## src/rtl/axis_in_dispatch_if.sv

```systemverilog
// axis_in_dispatch_if: upstream AXI-Stream and shared-data one-hot downstream bundle
interface axis_in_dispatch_if #(
   parameter int DATA_W = 64,
   parameter int NUM_CH = 3
);
   logic [DATA_W-1:0] s_axis_tdata;
   logic              s_axis_tvalid;
   logic              s_axis_tready;
   logic              s_axis_tlast;
   logic [DATA_W-1:0] m_tdata;
   logic [NUM_CH-1:0] m_tvalid;
   logic [NUM_CH-1:0] m_tready;
   logic              m_tlast;
   modport master (
      output s_axis_tdata, s_axis_tvalid, s_axis_tlast, m_tready,
      input  s_axis_tready, m_tdata, m_tvalid, m_tlast
   );
   modport slave (
      input  s_axis_tdata, s_axis_tvalid, s_axis_tlast, m_tready,
      output s_axis_tready, m_tdata, m_tvalid, m_tlast
   );
endinterface

```

## src/rtl/axis_in_dispatch.sv

```systemverilog
// axis_in_dispatch: arms per frame, routes one stream through a 2-entry skid to NUM_CH channels, pulses bank swap after drain
module axis_in_dispatch #(
   parameter int DATA_W = 64,
   parameter int NUM_CH = 3,
   parameter int CNT_W  = 16,
   parameter int SEL_W  = $clog2(NUM_CH)
) (
   input  logic              clk,
   input  logic              rst,
   input  logic              i_arm,
   input  logic              i_abort,
   input  logic [SEL_W-1:0]  cfg_sel,
   input  logic [CNT_W-1:0]  cfg_frame_beats,
   axis_in_dispatch_if.slave bus,
   output logic [NUM_CH-1:0] o_swap_pulse,
   output logic              o_busy,
   output logic [CNT_W-1:0]  o_beat_cnt,
   output logic              o_err_len
);
   typedef enum logic [1:0] {IDLE, STREAM, DRAIN, SWAP} state_t;
   state_t            state, nxt;
   logic [SEL_W-1:0]  sel_q;
   logic [CNT_W-1:0]  beats_q;
   logic [DATA_W-1:0] mem [2];
   logic [1:0]        last_m;
   logic              wr_ptr, rd_ptr;
   logic [1:0]        occ;
   logic              acc, pop, arm_ok, flush, len_hit, push_last, len_err;
   logic [CNT_W-1:0]  cnt_nxt;
   // ready depends only on registered state, never on m_tready
   assign bus.s_axis_tready = state == STREAM && occ != 2'd2;
   assign acc       = bus.s_axis_tvalid && bus.s_axis_tready;
   assign pop       = occ != 2'd0 && bus.m_tready[sel_q];
   assign cnt_nxt   = o_beat_cnt + CNT_W'(1);
   assign len_hit   = beats_q != '0 && cnt_nxt == beats_q;
   assign push_last = bus.s_axis_tlast || len_hit;
   assign len_err   = bus.s_axis_tlast ? beats_q != '0 && !len_hit : len_hit;
   assign arm_ok    = state == IDLE && i_arm;
   assign flush     = state != IDLE && i_abort;
   assign bus.m_tvalid = occ != 2'd0 ? NUM_CH'(1) << sel_q : '0;
   assign bus.m_tdata  = mem[rd_ptr];
   assign bus.m_tlast  = occ != 2'd0 && last_m[rd_ptr];
   assign o_swap_pulse = state == SWAP ? NUM_CH'(1) << sel_q : '0;
   assign o_busy       = state != IDLE;
   always_ff @(posedge clk) begin
      if (rst) state <= IDLE;
      else     state <= nxt;
   end
   always_comb begin
      nxt = state;
      case (state)
         IDLE:    nxt = i_arm ? STREAM : IDLE;
         STREAM:  nxt = acc && push_last ? DRAIN : STREAM;
         DRAIN:   nxt = occ == 2'd0 ? SWAP : DRAIN;
         default: nxt = IDLE;
      endcase
      if (flush) nxt = IDLE;
   end
   always_ff @(posedge clk) begin
      if (rst) begin
         sel_q      <= '0;
         beats_q    <= '0;
         o_beat_cnt <= '0;
         o_err_len  <= 1'b0;
         mem[0]     <= '0;
         mem[1]     <= '0;
         last_m     <= '0;
         wr_ptr     <= 1'b0;
         rd_ptr     <= 1'b0;
         occ        <= 2'd0;
      end else begin
         if (arm_ok) begin
            sel_q      <= {1'b0, cfg_sel} < (SEL_W+1)'(NUM_CH) ? cfg_sel : '0;
            beats_q    <= cfg_frame_beats;
            o_beat_cnt <= '0;
            o_err_len  <= 1'b0;
         end
         if (acc) begin
            mem[wr_ptr]    <= bus.s_axis_tdata;
            last_m[wr_ptr] <= push_last;
            o_beat_cnt     <= cnt_nxt;
            if (len_err) o_err_len <= 1'b1;
         end
         if (flush) begin
            wr_ptr <= 1'b0;
            rd_ptr <= 1'b0;
            occ    <= 2'd0;
         end else begin
            wr_ptr <= wr_ptr ^ acc;
            rd_ptr <= rd_ptr ^ pop;
            occ    <= occ + 2'(acc) - 2'(pop);
         end
      end
   end
endmodule

```

## src/flat_wrapper.sv

```systemverilog
// flat-port wrapper written by rule: the top's interface ports become plain ports
module axis_in_dispatch_flat 
#(
   parameter int DATA_W = 64,
   parameter int NUM_CH = 3,
   parameter int CNT_W  = 16,
   parameter int SEL_W  = $clog2(NUM_CH)
)
  (clk, rst, i_arm, i_abort, cfg_sel, cfg_frame_beats, o_swap_pulse, o_busy, o_beat_cnt, o_err_len, bus_s_axis_tdata, bus_s_axis_tvalid, bus_s_axis_tlast, bus_m_tready, bus_s_axis_tready, bus_m_tdata, bus_m_tvalid, bus_m_tlast);
  axis_in_dispatch_if #(.DATA_W(DATA_W), .NUM_CH(NUM_CH)) bus_i ();
  input  logic clk;
  input  logic rst;
  input  logic i_arm;
  input  logic i_abort;
  input  logic [SEL_W-1:0] cfg_sel;
  input  logic [CNT_W-1:0] cfg_frame_beats;
  output logic [NUM_CH-1:0] o_swap_pulse;
  output logic o_busy;
  output logic [CNT_W-1:0] o_beat_cnt;
  output logic o_err_len;
  input wire logic [$bits(bus_i.s_axis_tdata)-1:0] bus_s_axis_tdata;
  input wire logic [$bits(bus_i.s_axis_tvalid)-1:0] bus_s_axis_tvalid;
  input wire logic [$bits(bus_i.s_axis_tlast)-1:0] bus_s_axis_tlast;
  input wire logic [$bits(bus_i.m_tready)-1:0] bus_m_tready;
  output wire logic [$bits(bus_i.s_axis_tready)-1:0] bus_s_axis_tready;
  output wire logic [$bits(bus_i.m_tdata)-1:0] bus_m_tdata;
  output wire logic [$bits(bus_i.m_tvalid)-1:0] bus_m_tvalid;
  output wire logic [$bits(bus_i.m_tlast)-1:0] bus_m_tlast;
  assign bus_i.s_axis_tdata = bus_s_axis_tdata;
  assign bus_i.s_axis_tvalid = bus_s_axis_tvalid;
  assign bus_i.s_axis_tlast = bus_s_axis_tlast;
  assign bus_i.m_tready = bus_m_tready;
  assign bus_s_axis_tready = bus_i.s_axis_tready;
  assign bus_m_tdata = bus_i.m_tdata;
  assign bus_m_tvalid = bus_i.m_tvalid;
  assign bus_m_tlast = bus_i.m_tlast;
  axis_in_dispatch #(.DATA_W(DATA_W), .NUM_CH(NUM_CH), .CNT_W(CNT_W), .SEL_W(SEL_W)) u_core (.clk(clk), .rst(rst), .i_arm(i_arm), .i_abort(i_abort), .cfg_sel(cfg_sel), .cfg_frame_beats(cfg_frame_beats), .bus(bus_i), .o_swap_pulse(o_swap_pulse), .o_busy(o_busy), .o_beat_cnt(o_beat_cnt), .o_err_len(o_err_len));
endmodule
```

## config.mk

```make
export PLATFORM = sky130hd
export DESIGN_NAME = axis_in_dispatch_flat
export DESIGN_NICKNAME = d
export VERILOG_FILES = /design/src/rtl/axis_in_dispatch_if.sv /design/src/rtl/axis_in_dispatch.sv /design/src/flat_wrapper.sv
export SDC_FILE = /design/constraint.sdc
export NUM_CORES = 1
export LEC_CHECK = 0
export ABC_CLOCK_PERIOD_IN_PS = 8500
export CORE_MARGIN = 2
export CORE_UTILIZATION = 36
export CTS_BUF_LIST = sky130_fd_sc_hd__clkbuf_4 sky130_fd_sc_hd__clkbuf_8
export CTS_CLUSTER_DIAMETER = 30
export DETAILED_ROUTE_END_ITERATION = 10
export RECOVER_POWER = 100
export SLEW_MARGIN = 20
export SYNTH_ARGS = -nofsm -noshare
export SYNTH_HDL_FRONTEND = slang
export SYNTH_SLANG_ARGS = --single-unit
```

## constraint.sdc

```tcl
create_clock -name clk -period 8.5 [get_ports clk]
set_input_delay 2.125 -clock clk [delete_from_list [all_inputs] [get_ports clk]]
set_output_delay 2.125 -clock clk [all_outputs]
set_load 0.05 [all_outputs]
```

==> summary.md <==
| Metric | Value |
|---|---|
| Post-CTS Setup Inserts | 0 |
| Req. time, crit path | 8.56 ns |
| Clk slew on worst S/H paths | 0.10 ns |
| Drt first-iter violations | 291 |
| Unique masters post-synth | 54 |
| Synth top cells by count | and2_1, edfxtp_1, mux2_2 |
| CTS buffer count | 17 |
| DRT Wirelength | 19.0 mm |
| Reg2reg start | u_core.state[0] |
| Reg-to-reg slack, setup | 4.24 ns |
| Total Routing Usage GR | 0.163 |
| Mux cell area share after synthesis | 0.0924 |
| Vias per cell | 4.96 |
| Setup crit start | bus_s_axis_tvalid |
| Synth Instances | 694 |
| Clock skew | 0.00902 ns |
| RR Endpoint | u_core.mem[0][7] |
| Most frequent cell after synthesis | and2_1 |
| Cell Rows | 54 |
| IO Pins | 181 |
| Largest net degree at the start of global routing | 67 |
| Worst min path class | register to register |
| Overall power | 2.23 mW |
| Setup CP Type | input pin to register |
| Post-DP HPWL | 12.0 mm |
| Period utilization | 0.694 |
| Worst skew pair latency | 0.45 ns |
| Core Area | 22,000 sq um |
| Pre-CTS setup slack | 3.16 ns |
| Htree depth | 4 |
| Total clock sinks | 171 |
| Failing checks | max-capacitance violations, max-slew violations |
| Max-Slew Margin vs Limit | -0.187 |
| Largest family of logic cells by synthesized area | simple AND/OR/NAND/NOR gates |
| Area after DPL | 10,100 sq um |
| Number of port buffers | 180 |
| Routability cong. | 0.827 |
| Mapped Area | 8120 sq um |
| Setup-failing EPs final | 0 |
| Sequential share of the synthesized area | 0.579 |
| Synth-to-layout area growth | 30.1% |
| Final nets | 950 |
| RSZ-0062 raised after global routing | no |
| Status | finished with violations |
| Max Cap Viol | 2 |
| Largest area contributor in the netlist | edfxtp_1 |
| Vias in the first global route | 5,528 |
| Mean Syn Cell Area | 11.7 sq um |
| ANT cells | 0 |
| PwrDens | 211 nW/um^2 |
| Max-slew violation count | 130 |
| Worst EP arrival | 5.96 ns |
| Antenna violations before repair | 0 |
| Cts hold-fix bufs | 0 |
| Setup TNS | 0 ns |
| Global-route congestion overflow total | 0 |
| Synth Area in Adders | 0.00770 |
| Worst-case clock buffer depth | 2 |
| First-pass GRT wire length | 30.3 mm |
| Footprint of the multi-input gates | 3180 sq um |
| Synth area leaders | edfxtp_1, dfxtp_1, and2_1 |
| Die Y | 154 um |
| Detail Route Antenna Nets | 0 |
| Simple-gate share of the synthesized area | 0.210 |
| Lkg Pwr | 4.01 nW |
| Synth Area in XOR/XNOR | 0.0248 |
| Die area | 23,800 sq um |
| Routed len/inst | 16.5 um |
| Layout fillers | 2,012 |
| Critical Path Sink | u_core.mem[0][7] |
| Post-synth EDFFs | 128 |
| Max Freq | 0.169 GHz |
| Syn Nets | 790 |
| Register area | 4710 sq um |
| CP Launch Type | input pin |
| Final Critical Period | 5.90 ns |
| Asr flop ratio synth | 0 |
| Setup crit end kind | register |
| Post-Layout Inst Area | 10,600 sq um |
| Fin. Hold Viols | 0 |
| Main synth FF type | edfxtp_1 |
| Final WS setup | 2.60 ns |
| Synth Register Bits | 171 |
| CTS resizes | 0 |
| Slew at the pin closest to its max-slew limit | 1.78 ns |
| R2R depth | 6 |
| Drt pass-1 iters | 7 |
| Initial Utilization | 0.370 |
| Critical path peak fanout | 65 |
| VDD IR max | 0.120 mV |
| Syn. warnings | 0 |
| Root Driver | clkbuf_8 |
| CTS tree | done |
| Die Span X | 154 um |
| Post-synthesis compound-gate area fraction | 0.0581 |
| Top cell type's share of synthesized area | 0.473 |
| Drt drc | 0 |
| Vias | 5,687 |
| Layout cell share with drive strength beyond 1 | 0.133 |
==> worst min-delay path by stage <==
| stage | start | to | slack [ns] | cells past startpoint |
|---|---|---|---|---|
| detailed placement | u_core.beats_q[0] | u_core.beats_q[0] | 0.48 | 2 |
| CTS | u_core.beats_q[0] | u_core.beats_q[0] | 0.50 | 2 |
| global route | u_core.beats_q[3] | u_core.beats_q[3] | 0.52 | 2 |
| floorplan | u_core.beats_q[13] | u_core.beats_q[13] | 0.46 | 2 |
| global placement | u_core.beats_q[0] | u_core.beats_q[0] | 0.47 | 2 |
| finish | u_core.beats_q[0] | u_core.beats_q[0] | 0.49 | 2 |
==> layout by cell type (no fill, tap or decap), types with 5 or more instances in the layout <==
master           netlist  final
edfxtp_1             128    128
and2_1               132     92
dlygate4sd3_1          0     92
clkdlybuf4s50_1        0     87
mux2_2                64     64
nand2_1               56     56
dfxtp_1               43     42
and2_0                 0     40
nor2_1                39     39
a21oi_1               34     34
clkbuf_8               0     17
xnor2_1               16     16
o21ai_0               13     14
nor3_1                11     11
nand3_1               11     11
inv_1                 10     10
xor2_1                 7      7
nor4_1                 6      6
or3_1                  5      5
ha_1                   5      5
==> kinds of logic after synthesis <==
kind of cell,Yosys count
buf+inv,55
simple gates,298
xor+xnor,23
fa+ha+maj,5
flops,171
compound gates,75
mux,67
==> where the power goes <==
| part | internal, mW | switching, mW | total, mW |
|---|---|---|---|
| Clock | 0.338 | 0.327 | 0.664 |
| Sequential | 0.946 | 0.0529 | 0.999 |
| Combinational | 0.214 | 0.350 | 0.564 |
| Total | 1.50 | 0.730 | 2.23 |
==> layer usage <==
layer  GRT usage  up-vias  wire length, um
li1            -     2770                -
met1       0.224     2733             9070
met2       0.260      178             8680
met3      0.0401        6             1100
met4      0.0414        0              120
met5           0        -                0
==> area by class of cell <==
type | instances | area share
flip-flops and latches | 171 | 0.445
multi-input cells | 468 | 0.300
repair buffers | 185 | 0.173
well taps | 280 | 0.0331
clock buffers | 18 | 0.0228
clock inverters | 14 | 0.0212
inverters | 11 | 0.00391
==> worst max-delay path: stages <==
cell and delay [ns]:
dlygate4sd3_1 0.52, or4b_1 0.90, nor3_1 0.31, buf_4 0.53, or2_2 0.21, clkbuf_2 1.22
==> per-stage QoR <==
step | util | cells | hold WS, ns
6_report | 0.481 | 1147 | 0.494
5_1_grt | 0.481 | 1147 | 0.521
4_1_cts | 0.483 | 1147 | 0.496
3_5_place_dp | 0.462 | 1115 | 0.482
3_3_place_gp | 0.462 | 1115 | 0.475
2_1_floorplan | - | 694 | 0.460
==> state kept, by name, summed over array words and instances, names as in the netlist <==
name               cells
u_core.rd_ptr          1
u_core.sel_q           2
u_core.last_m          2
u_core.mem           128
u_core.beats_q        16
u_core.state           2
u_core.occ             2
u_core.o_err_len       1
u_core.o_beat_cnt     16
u_core.wr_ptr          1
No activity file was read; power rests on OpenSTA's default activity.
